## src/rtl/player_pkg.sv

```systemverilog
// Shared types, default parameters and card helpers for the player engine.
package player_pkg;

  localparam int HAND_SIZE_DEF  = 5;
  localparam int CARD_W_DEF     = 6;
  localparam int CHIP_W_DEF     = 8;
  localparam int DATA_W_DEF     = 8;
  localparam int MAX_SWAP_DEF   = 4;
  localparam int INIT_CHIPS_DEF = 100;

  // Cards are zero-extended into this container so helpers work for any CARD_W.
  localparam int CARD_MAX_W = 16;
  typedef logic [CARD_MAX_W-1:0] card_t;

  typedef enum logic [2:0] {
    ST_IDLE      = 3'd0,
    ST_RECV      = 3'd1,
    ST_READY     = 3'd2,
    ST_SEND_SWAP = 3'd3,
    ST_RECV_SWAP = 3'd4,
    ST_SEND_BET  = 3'd5,
    ST_WAIT_POT  = 3'd6
  } state_e;

  function automatic logic [CARD_MAX_W-3:0] card_rank(card_t c);
    return c[CARD_MAX_W-1:2];
  endfunction

  function automatic logic [1:0] card_suit(card_t c);
    return c[1:0];
  endfunction

  // Ordering key is {rank, suit}.
  function automatic logic card_gt(card_t a, card_t b);
    return {card_rank(a), card_suit(a)} > {card_rank(b), card_suit(b)};
  endfunction

endpackage

```

## src/rtl/player_hand_engine_hand_inserter.sv

```systemverilog
// Combinational hand update: drop removed slots, compact, then insert one card in order.
module hand_inserter
  import player_pkg::*;
#(
  parameter int HAND_SIZE = HAND_SIZE_DEF,
  parameter int CARD_W    = CARD_W_DEF
) (
  input  logic [HAND_SIZE-1:0][CARD_W-1:0] hand_i,
  input  logic [3:0]                       count_i,
  input  logic [CARD_W-1:0]                card_i,
  input  logic                             ins_i,
  input  logic [HAND_SIZE-1:0]             rm_i,
  output logic [HAND_SIZE-1:0][CARD_W-1:0] hand_o,
  output logic [3:0]                       count_o
);

  int p;    // compacted index of the next kept card
  int f;    // final slot of a kept card after the insertion gap
  int pos;  // slot the new card lands in

  // Each kept card moves to its compacted slot, shifted up by one when it sorts after the new card.
  always_comb begin
    hand_o = '0;
    p      = 0;
    f      = 0;
    pos    = 0;
    for (int i = 0; i < HAND_SIZE; i++) begin
      if (i < int'(count_i) && !rm_i[i]) begin
        f = p + ((ins_i && card_gt(card_t'(hand_i[i]), card_t'(card_i))) ? 1 : 0);
        for (int j = 0; j < HAND_SIZE; j++)
          if (j == f) hand_o[j] = hand_i[i];
        if (!card_gt(card_t'(hand_i[i]), card_t'(card_i))) pos = pos + 1;
        p = p + 1;
      end
    end
    if (ins_i)
      for (int j = 0; j < HAND_SIZE; j++)
        if (j == pos) hand_o[j] = card_i;
    count_o = 4'(p + (ins_i ? 1 : 0));
  end

endmodule

```

## src/rtl/player_hand_engine.sv

```systemverilog
// Player datapath: sorted hand, swap/bet exchange over the dealer byte link, chip bank.
module player_hand_engine
  import player_pkg::*;
#(
  parameter int HAND_SIZE  = HAND_SIZE_DEF,
  parameter int CARD_W     = CARD_W_DEF,
  parameter int CHIP_W     = CHIP_W_DEF,
  parameter int DATA_W     = DATA_W_DEF,
  parameter int MAX_SWAP   = MAX_SWAP_DEF,
  parameter int INIT_CHIPS = INIT_CHIPS_DEF
) (
  input  logic                        clock,
  input  logic                        reset,
  input  logic                        ack_in,
  input  logic                        cash_or_card,
  input  logic [DATA_W-1:0]           data_in,
  input  logic                        deal_start,
  input  logic                        swap_go,
  input  logic [HAND_SIZE-1:0]        swap_mask,
  input  logic                        bet_req,
  input  logic [CHIP_W-1:0]           bet_amt,
  input  logic                        game_over,
  input  logic [2:0]                  player_id,
  input  logic [2:0]                  winner,
  output logic [DATA_W-1:0]           data_out,
  output logic                        ackout,
  output logic                        fold,
  output logic [HAND_SIZE*CARD_W-1:0] hand,
  output logic [3:0]                  hand_count,
  output logic [CHIP_W-1:0]           chips,
  output logic [2:0]                  state,
  output logic                        busy
);

  state_e                          state_q, state_d;
  logic [HAND_SIZE-1:0][CARD_W-1:0] hand_q, hand_d, ins_hand;
  logic [3:0]                      cnt_q, cnt_d, ins_cnt;
  logic [CHIP_W-1:0]               chips_q, chips_d, bet_q, bet_d;
  logic [DATA_W-1:0]               dout_q, dout_d;
  logic                            ack_q, ack_d, fold_q, fold_d, sent_q, sent_d;
  logic [HAND_SIZE-1:0]            disc_q, disc_d, pend_q, pend_d, pend_low, swap_sel;
  logic [CARD_W-1:0]               send_card;
  logic [CHIP_W:0]                 pot_sum;
  logic                            ins_en;
  int                              taken;

  // A card word is taken only while our previous ackout is low, so ackout never runs back to back.
  assign ins_en = (state_q == ST_RECV || state_q == ST_RECV_SWAP) && !game_over &&
                  ack_in && !cash_or_card && !ack_q && (cnt_q < 4'(HAND_SIZE));
  assign pend_low = pend_q & (~pend_q + HAND_SIZE'(1));
  assign pot_sum  = {1'b0, chips_q} + {1'b0, data_in[CHIP_W-1:0]};

  // disc_q is nonzero only during SEND_SWAP, so it doubles as the compaction mask.
  hand_inserter #(.HAND_SIZE(HAND_SIZE), .CARD_W(CARD_W)) u_ins (
    .hand_i (hand_q),
    .count_i(cnt_q),
    .card_i (data_in[CARD_W-1:0]),
    .ins_i  (ins_en),
    .rm_i   (disc_q),
    .hand_o (ins_hand),
    .count_o(ins_cnt)
  );

  // Keep the lowest-index discard bits, at most MAX_SWAP of them.
  always_comb begin
    swap_sel = '0;
    taken    = 0;
    for (int i = 0; i < HAND_SIZE; i++)
      if (swap_mask[i] && taken < MAX_SWAP) begin
        swap_sel[i] = 1'b1;
        taken       = taken + 1;
      end
  end

  // Card in the lowest pending discard slot.
  always_comb begin
    send_card = '0;
    for (int i = 0; i < HAND_SIZE; i++)
      if (pend_low[i]) send_card = send_card | hand_q[i];
  end

  // Next-state and datapath updates; game_over overrides everything.
  always_comb begin
    state_d = state_q;
    hand_d  = hand_q;
    cnt_d   = cnt_q;
    chips_d = chips_q;
    bet_d   = bet_q;
    dout_d  = dout_q;
    ack_d   = 1'b0;
    fold_d  = fold_q;
    sent_d  = sent_q;
    disc_d  = disc_q;
    pend_d  = pend_q;
    if (game_over) begin
      sent_d = 1'b0;
      disc_d = '0;
      pend_d = '0;
      if (winner == player_id && !fold_q) begin
        state_d = ST_WAIT_POT;
      end else begin
        state_d = ST_IDLE;
        hand_d  = '0;
        cnt_d   = '0;
      end
    end else begin
      case (state_q)
        ST_IDLE: if (deal_start) begin
          state_d = ST_RECV;
          hand_d  = '0;
          cnt_d   = '0;
          fold_d  = 1'b0;
        end
        ST_RECV, ST_RECV_SWAP: if (ins_en) begin
          hand_d = ins_hand;
          cnt_d  = ins_cnt;
          ack_d  = 1'b1;
          if (ins_cnt == 4'(HAND_SIZE)) state_d = ST_READY;
        end
        ST_READY: begin
          if (swap_go) begin
            if (|swap_mask) begin
              disc_d  = swap_sel;
              pend_d  = swap_sel;
              sent_d  = 1'b0;
              state_d = ST_SEND_SWAP;
            end
          end else if (bet_req && !fold_q) begin
            bet_d   = bet_amt;
            sent_d  = 1'b0;
            state_d = ST_SEND_BET;
          end
        end
        ST_SEND_SWAP: begin
          if (!sent_q) begin
            dout_d = DATA_W'(send_card);
            ack_d  = 1'b1;
            sent_d = 1'b1;
          end else if (ack_in) begin
            sent_d = 1'b0;
            pend_d = pend_q & ~pend_low;
            if ((pend_q & ~pend_low) == '0) begin
              hand_d  = ins_hand;
              cnt_d   = ins_cnt;
              disc_d  = '0;
              state_d = ST_RECV_SWAP;
            end
          end
        end
        ST_SEND_BET: begin
          if (!sent_q) begin
            if (bet_q > chips_q) begin
              fold_d  = 1'b1;
              state_d = ST_READY;
            end else begin
              dout_d = DATA_W'(bet_q);
              ack_d  = 1'b1;
              sent_d = 1'b1;
            end
          end else if (ack_in) begin
            chips_d = chips_q - bet_q;
            sent_d  = 1'b0;
            state_d = ST_READY;
          end
        end
        ST_WAIT_POT: if (ack_in && cash_or_card && !ack_q) begin
          chips_d = pot_sum[CHIP_W] ? '1 : pot_sum[CHIP_W-1:0];
          ack_d   = 1'b1;
          hand_d  = '0;
          cnt_d   = '0;
          state_d = ST_IDLE;
        end
        default: state_d = ST_IDLE;
      endcase
    end
  end

  // State and datapath registers.
  always_ff @(posedge clock or posedge reset) begin
    if (reset) begin
      state_q <= ST_IDLE;
      hand_q  <= '0;
      cnt_q   <= '0;
      chips_q <= CHIP_W'(INIT_CHIPS);
      bet_q   <= '0;
      dout_q  <= '0;
      ack_q   <= 1'b0;
      fold_q  <= 1'b0;
      sent_q  <= 1'b0;
      disc_q  <= '0;
      pend_q  <= '0;
    end else begin
      state_q <= state_d;
      hand_q  <= hand_d;
      cnt_q   <= cnt_d;
      chips_q <= chips_d;
      bet_q   <= bet_d;
      dout_q  <= dout_d;
      ack_q   <= ack_d;
      fold_q  <= fold_d;
      sent_q  <= sent_d;
      disc_q  <= disc_d;
      pend_q  <= pend_d;
    end
  end

  assign data_out   = dout_q;
  assign ackout     = ack_q;
  assign fold       = fold_q;
  assign hand       = hand_q;
  assign hand_count = cnt_q;
  assign chips      = chips_q;
  assign state      = state_q;
  assign busy       = !(state_q == ST_IDLE || state_q == ST_READY);

endmodule

```

## config.mk

```make
export PLATFORM = sky130hd
export DESIGN_NAME = player_hand_engine
export DESIGN_NICKNAME = d
export VERILOG_FILES = /design/src/rtl/player_pkg.sv /design/src/rtl/player_hand_engine_hand_inserter.sv /design/src/rtl/player_hand_engine.sv
export SDC_FILE = /design/constraint.sdc
export NUM_CORES = 1
export LEC_CHECK = 0
export BUFFER_PORTS_ARGS = -buffer_cell sky130_fd_sc_hd__buf_2
export CORE_MARGIN = 2
export CORE_UTILIZATION = 60
export DETAILED_ROUTE_END_ITERATION = 12
export GPL_TIMING_DRIVEN = 0
export PLACE_DENSITY = 0.82
export SLEW_MARGIN = 5
export SYNTH_ARGS = -nofsm -noshare
export SYNTH_HDL_FRONTEND = slang
export SYNTH_SLANG_ARGS = --single-unit
```

## constraint.sdc

```tcl
create_clock -name clock -period 5.6 [get_ports clock]
set_clock_uncertainty 0.15 [all_clocks]
set_input_delay 0.28 -clock clock [delete_from_list [all_inputs] [get_ports clock]]
set_output_delay 0.28 -clock clock [all_outputs]
set_load 0.02 [all_outputs]
```

==> results.sh, run 1 <==
export IMPL_numCtsBuffers=9
export IMPL_nNetsFinal=1117
export IMPL_startpoint="hand[8]"
export IMPL_core_um2=12000
export IMPL_hp_class="input port to flop"
export IMPL_worstSetupStartpointType="flop"
export IMPL_synth_compound_area_frac=0.264
export IMPL_setup_viol=0
export IMPL_grt_use_total=0.368
export IMPL_drt_iter0_drc=968
export IMPL_grt_max_degree=49
export IMPL_layout_common_cells="nand2_1, buf_2, dfrtp_1"
export IMPL_wl_met1_mm=10.0
export IMPL_firstDrtPassIters=6
export IMPL_cts_path_max_buffers=2
export IMPL_fill_cells=1028
export IMPL_wl_per_cell_um=20.8
export IMPL_cts_htree_levels=3
export IMPL_cts_root_buf="clkbuf_16"
export IMPL_holdWs_ns=0.00846
export IMPL_grt_first_pass_wirelength_mm=37.6
export IMPL_n_antenna_cell=0
export IMPL_synth_edf_count=0
export IMPL_io_pins=91
export IMPL_regArea_um2=1860
export IMPL_status="finished, final reports clean"
export IMPL_fin_crit_sh=0.978
export IMPL_grt_ovfl_total=0
export IMPL_power_leakage_nw=3.93
export IMPL_num_vias=7693
export IMPL_synthMuxAreaShare=0.0587
export IMPL_gp_congestion=1.03
export IMPL_power_density_nw_per_um2=301
export IMPL_antenna_found_initial=0
export IMPL_syn_nets=1007
export IMPL_cpMostUsedCell="ha_1"
export IMPL_port_buffers=89
export IMPL_worstHoldStart="bet_amt[7]"
export IMPL_synth_top_family_by_area="compound AO/OA/AOI/OAI gates"
export IMPL_final_cells=1164
export IMPL_die_area_um2=13200
export IMPL_via_per_inst=6.61
export IMPL_insertion_delay_ns=0.35
export IMPL_irDropWorstVdd_mv=0.305
export IMPL_arrival_ns=5.56
export IMPL_syn_inst=902
export IMPL_fin_crit_ns=5.48
export IMPL_fin_util=0.702
export IMPL_synth_cell_types=90
export IMPL_ys_async_sr_fraction=1.00
export IMPL_slew_headroom=0.288
export IMPL_areaGrowthSynthToFinish_pct=14.7
export IMPL_path_clk_slew_ns=0.06
export IMPL_crit_reg2reg_launch="hand[8]"
export IMPL_worst_slew_pin_transition_ns=1.06
export IMPL_synthFlopType="dfrtp_1"
export IMPL_mostFrequentLayoutCell="nand2_1"
export IMPL_met2WireLength_mm=10.8
export IMPL_ys_seq_area_frac=0.252
export IMPL_yosys_area_share_simple=0.210
export IMPL_cpPeakStageDelay_ns=0.58
export IMPL_die_h_um=115
export IMPL_synth_fa_ha_area_frac=0.124
export IMPL_wl_mm=24.2
export IMPL_start_util=0.612
export IMPL_synth_cell_area_um2=7350
export IMPL_design_area_um2=8430
export IMPL_rows=40
export IMPL_maxCapViolCount=0
export IMPL_report_final_slew_viol_count=0
export IMPL_yosysWarningCount=0
export IMPL_cts_tree="built"
export IMPL_ys_seq_elements=74
export IMPL_drive_above_1_share=0.181
export IMPL_p_total_mw=2.54
export IMPL_dr_wl_met3_mm=2.46
export IMPL_end_kind="flop"
export IMPL_avgSynthCellArea_um2=8.15
export IMPL_worstSetupPathType="flop to flop"
export IMPL_place_area_um2=8010
export IMPL_yosys_area_share_xor_xnor=0.0364
export IMPL_placed_cells=1139
export IMPL_hpwlAfterDp_mm=17.2
export IMPL_cts_sinks=74
export IMPL_fp_dieW_um=115
export IMPL_grt_pass1_vias=7027
export IMPL_top_layer="met4"
export IMPL_required_ns=5.68
export IMPL_hold_viol=0
export IMPL_ant_nets=0
export IMPL_path_max_fanout=8
export IMPL_drc=0
export IMPL_crit_slowest_cell="dfrtp_1"
export IMPL_timing_fmax_mhz=183
export IMPL_multiInputGateArea_um2=5130
[synth_stat cells, drive strengths merged, types with 12 or more instances]
library cell	count	area, µm²
a211oi	15	118
a21oi	65	325
and2	12	77.6
buf	15	88.8
clkbuf	33	124
dfrtp	71	1780
ha	67	838
inv	51	191
mux2	19	218
mux2i	21	214
nand2	98	368
nand2b	12	75.1
nand3	19	95.1
nor2	70	265
nor2b	15	96.3
nor3	22	120
o21ai	80	400
xnor2	18	176
[per-stage QoR]
| stage | setup slack, ns | setup TNS, ns |
|---|---|---|
| 2_1_floorplan | 0.536 | 0 |
| 3_3_place_gp | -0.317 | -2.52 |
| 3_5_place_dp | -0.460 | -5.47 |
| 4_1_cts | 0.0505 | 0 |
| 5_1_grt | -0.0677 | -0.405 |
| 6_report | 0.124 | 0 |
[path summary, 6_finish.rpt]
path,to,slack (ns),cells after the start
setup / recovery,hand[23],0.12,25
hold / removal,bet_q[7],0.008,2
setup reg to reg,hand[23],0.12,25
max in group asynchronous,chips[6],4.34,4
min in group asynchronous,data_out[6],0.33,3
hold reg to reg,data_out[7],0.32,2
[kinds of logic (layout without fill, tap and decap cells)]
family,Yosys count,in the layout
DFF,74,74
and+or+nand+nor,303,303
AOI/OAI and AO/OA,290,290
xor gates and xnor gates,25,25
adders and majority gates,71,71
buffers and inverters,99,214
muxes,40,40
[cell type report]
cell class | instances | area share
plain buffers | 48 | 0.0252
multi-input cells | 729 | 0.608
clock buffers | 10 | 0.0271
clock inverters | 6 | 0.00801
well taps | 147 | 0.0218
flip-flops and latches | 74 | 0.220
inverters | 51 | 0.0234
repair buffers | 99 | 0.0659
[sequential cells by signal (all words and copies together), names as in the netlist]
| register | cells |
|---|---|
| hand | 30 |
| bet_q | 8 |
| chips | 8 |
| data_out | 8 |
| disc_q | 5 |
| pend_q | 5 |
| hand_count | 4 |
| state | 3 |
| ackout | 1 |
| fold | 1 |
| sent_q | 1 |
[layer usage]
metal  vias to the layer above  track usage
met1                      3601        0.523
met4                         0        0.141
li1                       3548            -
met5                         -            0
met3                        93       0.0641
met2                       451        0.563
[report_power, final]
part | internal (mW) | leakage (nW) | switching (mW)
clock network | 0.346 | 0.139 | 0.248
registers | 0.643 | 0.992 | 0.112
logic | 0.441 | 2.80 | 0.752
[worst max-delay path, delay by kind of cell (launching register included)]
kind	cells	cell delay, ns
AO/OA/AOI/OAI	9	1.37
adder cells (fa/ha/maj)	5	1.36
AND/OR/NAND/NOR	6	0.89
flip-flops	1	0.58
XOR/XNOR	1	0.44
multiplexers	1	0.29
buffers and inverters	3	0.28
[repair_timing]
item | 4_1_cts | 5_1_grt
pin swaps | 0 | 4
hold buffers | 1 | 0
setup buffers | 1 | 7
endpoints found under the setup margin | 9 | 30
endpoints found under the hold margin | 26 | 0
gates resized for setup | 1 | 9
gates cloned | 0 | 0
(Power assumes the default switching activity.)
==> run 2: changes to the inputs <==
- CELL_PAD_IN_SITES_DETAIL_PLACEMENT: not set -> 2
- CELL_PAD_IN_SITES_GLOBAL_PLACEMENT: not set -> 2
- CORE_UTILIZATION: 60 -> 36
- PLACE_DENSITY: 0.82 -> not set
- PLACE_DENSITY_LB_ADDON: not set -> 0.1
==> run 2 against run 1 <==
  * Flip-flop and latch count did not move
  * Routed wire length is 31% higher
  * Final area grew 2.4%
  * Clock-buffer cell count unchanged
  * Hold slack worse by 0.0014 ns
  * Power increased by 6.0%
  * Register-to-register slack improved by 0.15 ns
  * Sequential power increased by 1%
  * Die area up 64%
  * Global-route usage is 7.1 points lower
  * Largest power group unchanged
==> results.sh, run 2 (synthesis results as in run 1) <==
export IMPL_end_kind="flop"
export IMPL_cpPeakStageDelay_ns=0.42
export IMPL_required_ns=5.65
export IMPL_crit_slowest_cell="dfrtp_2"
export IMPL_slew_headroom=0.207
export IMPL_path_clk_slew_ns=0.07
export IMPL_cts_root_buf="clkbuf_16"
export IMPL_cts_htree_levels=3
export IMPL_fin_crit_ns=5.32
export IMPL_port_buffers=89
export IMPL_drive_above_1_share=0.187
export IMPL_cts_tree="built"
export IMPL_core_um2=20200
export IMPL_fill_cells=2370
export IMPL_power_density_nw_per_um2=312
export IMPL_place_ws_ns=-0.811
export IMPL_placed_cells=1262
export IMPL_worstSetupStartpointType="flop"
export IMPL_arrival_ns=5.38
export IMPL_gp_congestion=0.868
export IMPL_die_h_um=147
export IMPL_grt_max_degree=44
export IMPL_areaGrowthSynthToFinish_pct=17.5
export IMPL_io_pins=91
export IMPL_maxCapViolCount=0
export IMPL_insertion_delay_ns=0.36
export IMPL_final_cells=1287
export IMPL_status="finished, final reports clean"
export IMPL_worstSetupPathType="flop to flop"
export IMPL_ant_nets=0
export IMPL_drt_iter0_drc=432
export IMPL_setup_viol=0
export IMPL_start_util=0.365
export IMPL_grt_pass1_vias=8329
export IMPL_hold_viol=0
export IMPL_hpwlAfterDp_mm=23.4
export IMPL_n_antenna_cell=0
export IMPL_grt_first_pass_wirelength_mm=49.3
export IMPL_wl_per_cell_um=24.6
export IMPL_cts_path_max_buffers=2
export IMPL_path_max_fanout=8
export IMPL_num_vias=7729
export IMPL_largest_reg_flops=30
export IMPL_numCtsBuffers=9
export IMPL_fin_ws_ns=0.279
export IMPL_timing_fmax_mhz=188
export IMPL_drc=0
export IMPL_wl_mm=31.7
export IMPL_power_leakage_nw=3.96
export IMPL_rows=52
export IMPL_grt_ovfl_total=0
export IMPL_antenna_found_initial=0
export IMPL_nNetsFinal=1117
export IMPL_report_final_slew_viol_count=0
export IMPL_fin_util=0.428
export IMPL_fin_crit_sh=0.950
export IMPL_fp_dieW_um=147
export IMPL_grt_use_total=0.297
export IMPL_fin_setup_tns_ns=0
export IMPL_worst_slew_pin_transition_ns=1.18
export IMPL_die_area_um2=21600
export IMPL_firstDrtPassIters=5
export IMPL_cts_sinks=74
export IMPL_cpMostUsedCell="ha_1"
export IMPL_layout_common_cells="nand2_1, buf_2, nor2_1"
export IMPL_hp_class="input port to flop"
export IMPL_mostFrequentLayoutCell="nand2_1"
export IMPL_via_per_inst=6.01
export IMPL_irDropWorstVdd_mv=0.146
run 2: changes by cell type in the layout (fill, tap and decap cells not counted), moves of 2 or more:
| cell | before | now |
|---|---|---|
| clkinvlp_4 | 3 | 1 |
| dfrtp_1 | 70 | 68 |
| dfrtp_2 | 1 | 3 |
| mux2i_1 | 20 | 18 |
run 2: cell type report:
type | count | area, µm² | area share
buffer | 48 | 216 | 0.0251
clock buffer | 10 | 239 | 0.0277
clock inverter | 6 | 87.6 | 0.0101
inverter | 51 | 198 | 0.0229
multi-input combinational | 729 | 5140 | 0.596
sequential | 74 | 1860 | 0.215
tap | 270 | 338 | 0.0391
timing repair buffer | 99 | 556 | 0.0643
run 2: critical path, delay by kind of cell (launching register included):
family / cells / cell delay [ns]
AO/OA/AOI/OAI: 8 / 1.39
adder cells (fa/ha/maj): 5 / 1.28
AND/OR/NAND/NOR: 7 / 0.88
multiplexers: 2 / 0.51
flip-flops: 1 / 0.42
XOR/XNOR: 1 / 0.29
buffers and inverters: 3 / 0.26
run 2: per-stage QoR:
step | area, µm² | hold slack [ns] | total power [mW]
6_report | 8640 | 0.00709 | 2.69
5_1_grt | 8640 | 0.0141 | 2.87
4_1_cts | 8610 | 0.00132 | 2.70
3_5_place_dp | 8170 | 0.196 | 2.01
3_3_place_gp | 8140 | 0.305 | 1.95
2_1_floorplan | 7350 | 0.263 | 1.57
run 2: where the power goes:
group / switching, mW / internal (mW) / leakage (nW)
registers: 0.120 / 0.643 / 0.989
logic: 0.812 / 0.444 / 2.81
clock network: 0.270 / 0.404 / 0.163
total: 1.20 / 1.49 / 3.96
run 2: per-layer routing:
layer  wire length, µm  global-route usage  part of all wire  vias up
met5                 0                   0                 0        -
met4               915              0.0957             0.029        0
met3              1770              0.0438             0.056       63
met2             14800               0.485              0.47      227
met1             14200               0.405              0.45     3898
li1                  -                   -                 -     3541
run 2: path summary, 6_finish.rpt:
check,start,endpoint,slack (ns),depth (start not counted)
worst max-delay path,hand[7],hand[22],0.28,26
worst min-delay path,bet_amt[2],bet_q[2],0.007,2
worst max register to register,hand[7],hand[22],0.28,26
worst min register to register,data_out[6],data_out[6],0.34,2
max in group asynchronous,reset,chips[6],4.31,4
min in group asynchronous,reset,chips[4],0.35,3
run 2: repair_timing:
action,CTS,global route
resized for setup,13,4
pin swaps,2,2
hold buffers,1,0
setup endpoints to repair,30,29
buffers inserted,6,2
hold endpoints to repair,29,0
gates cloned,0,0
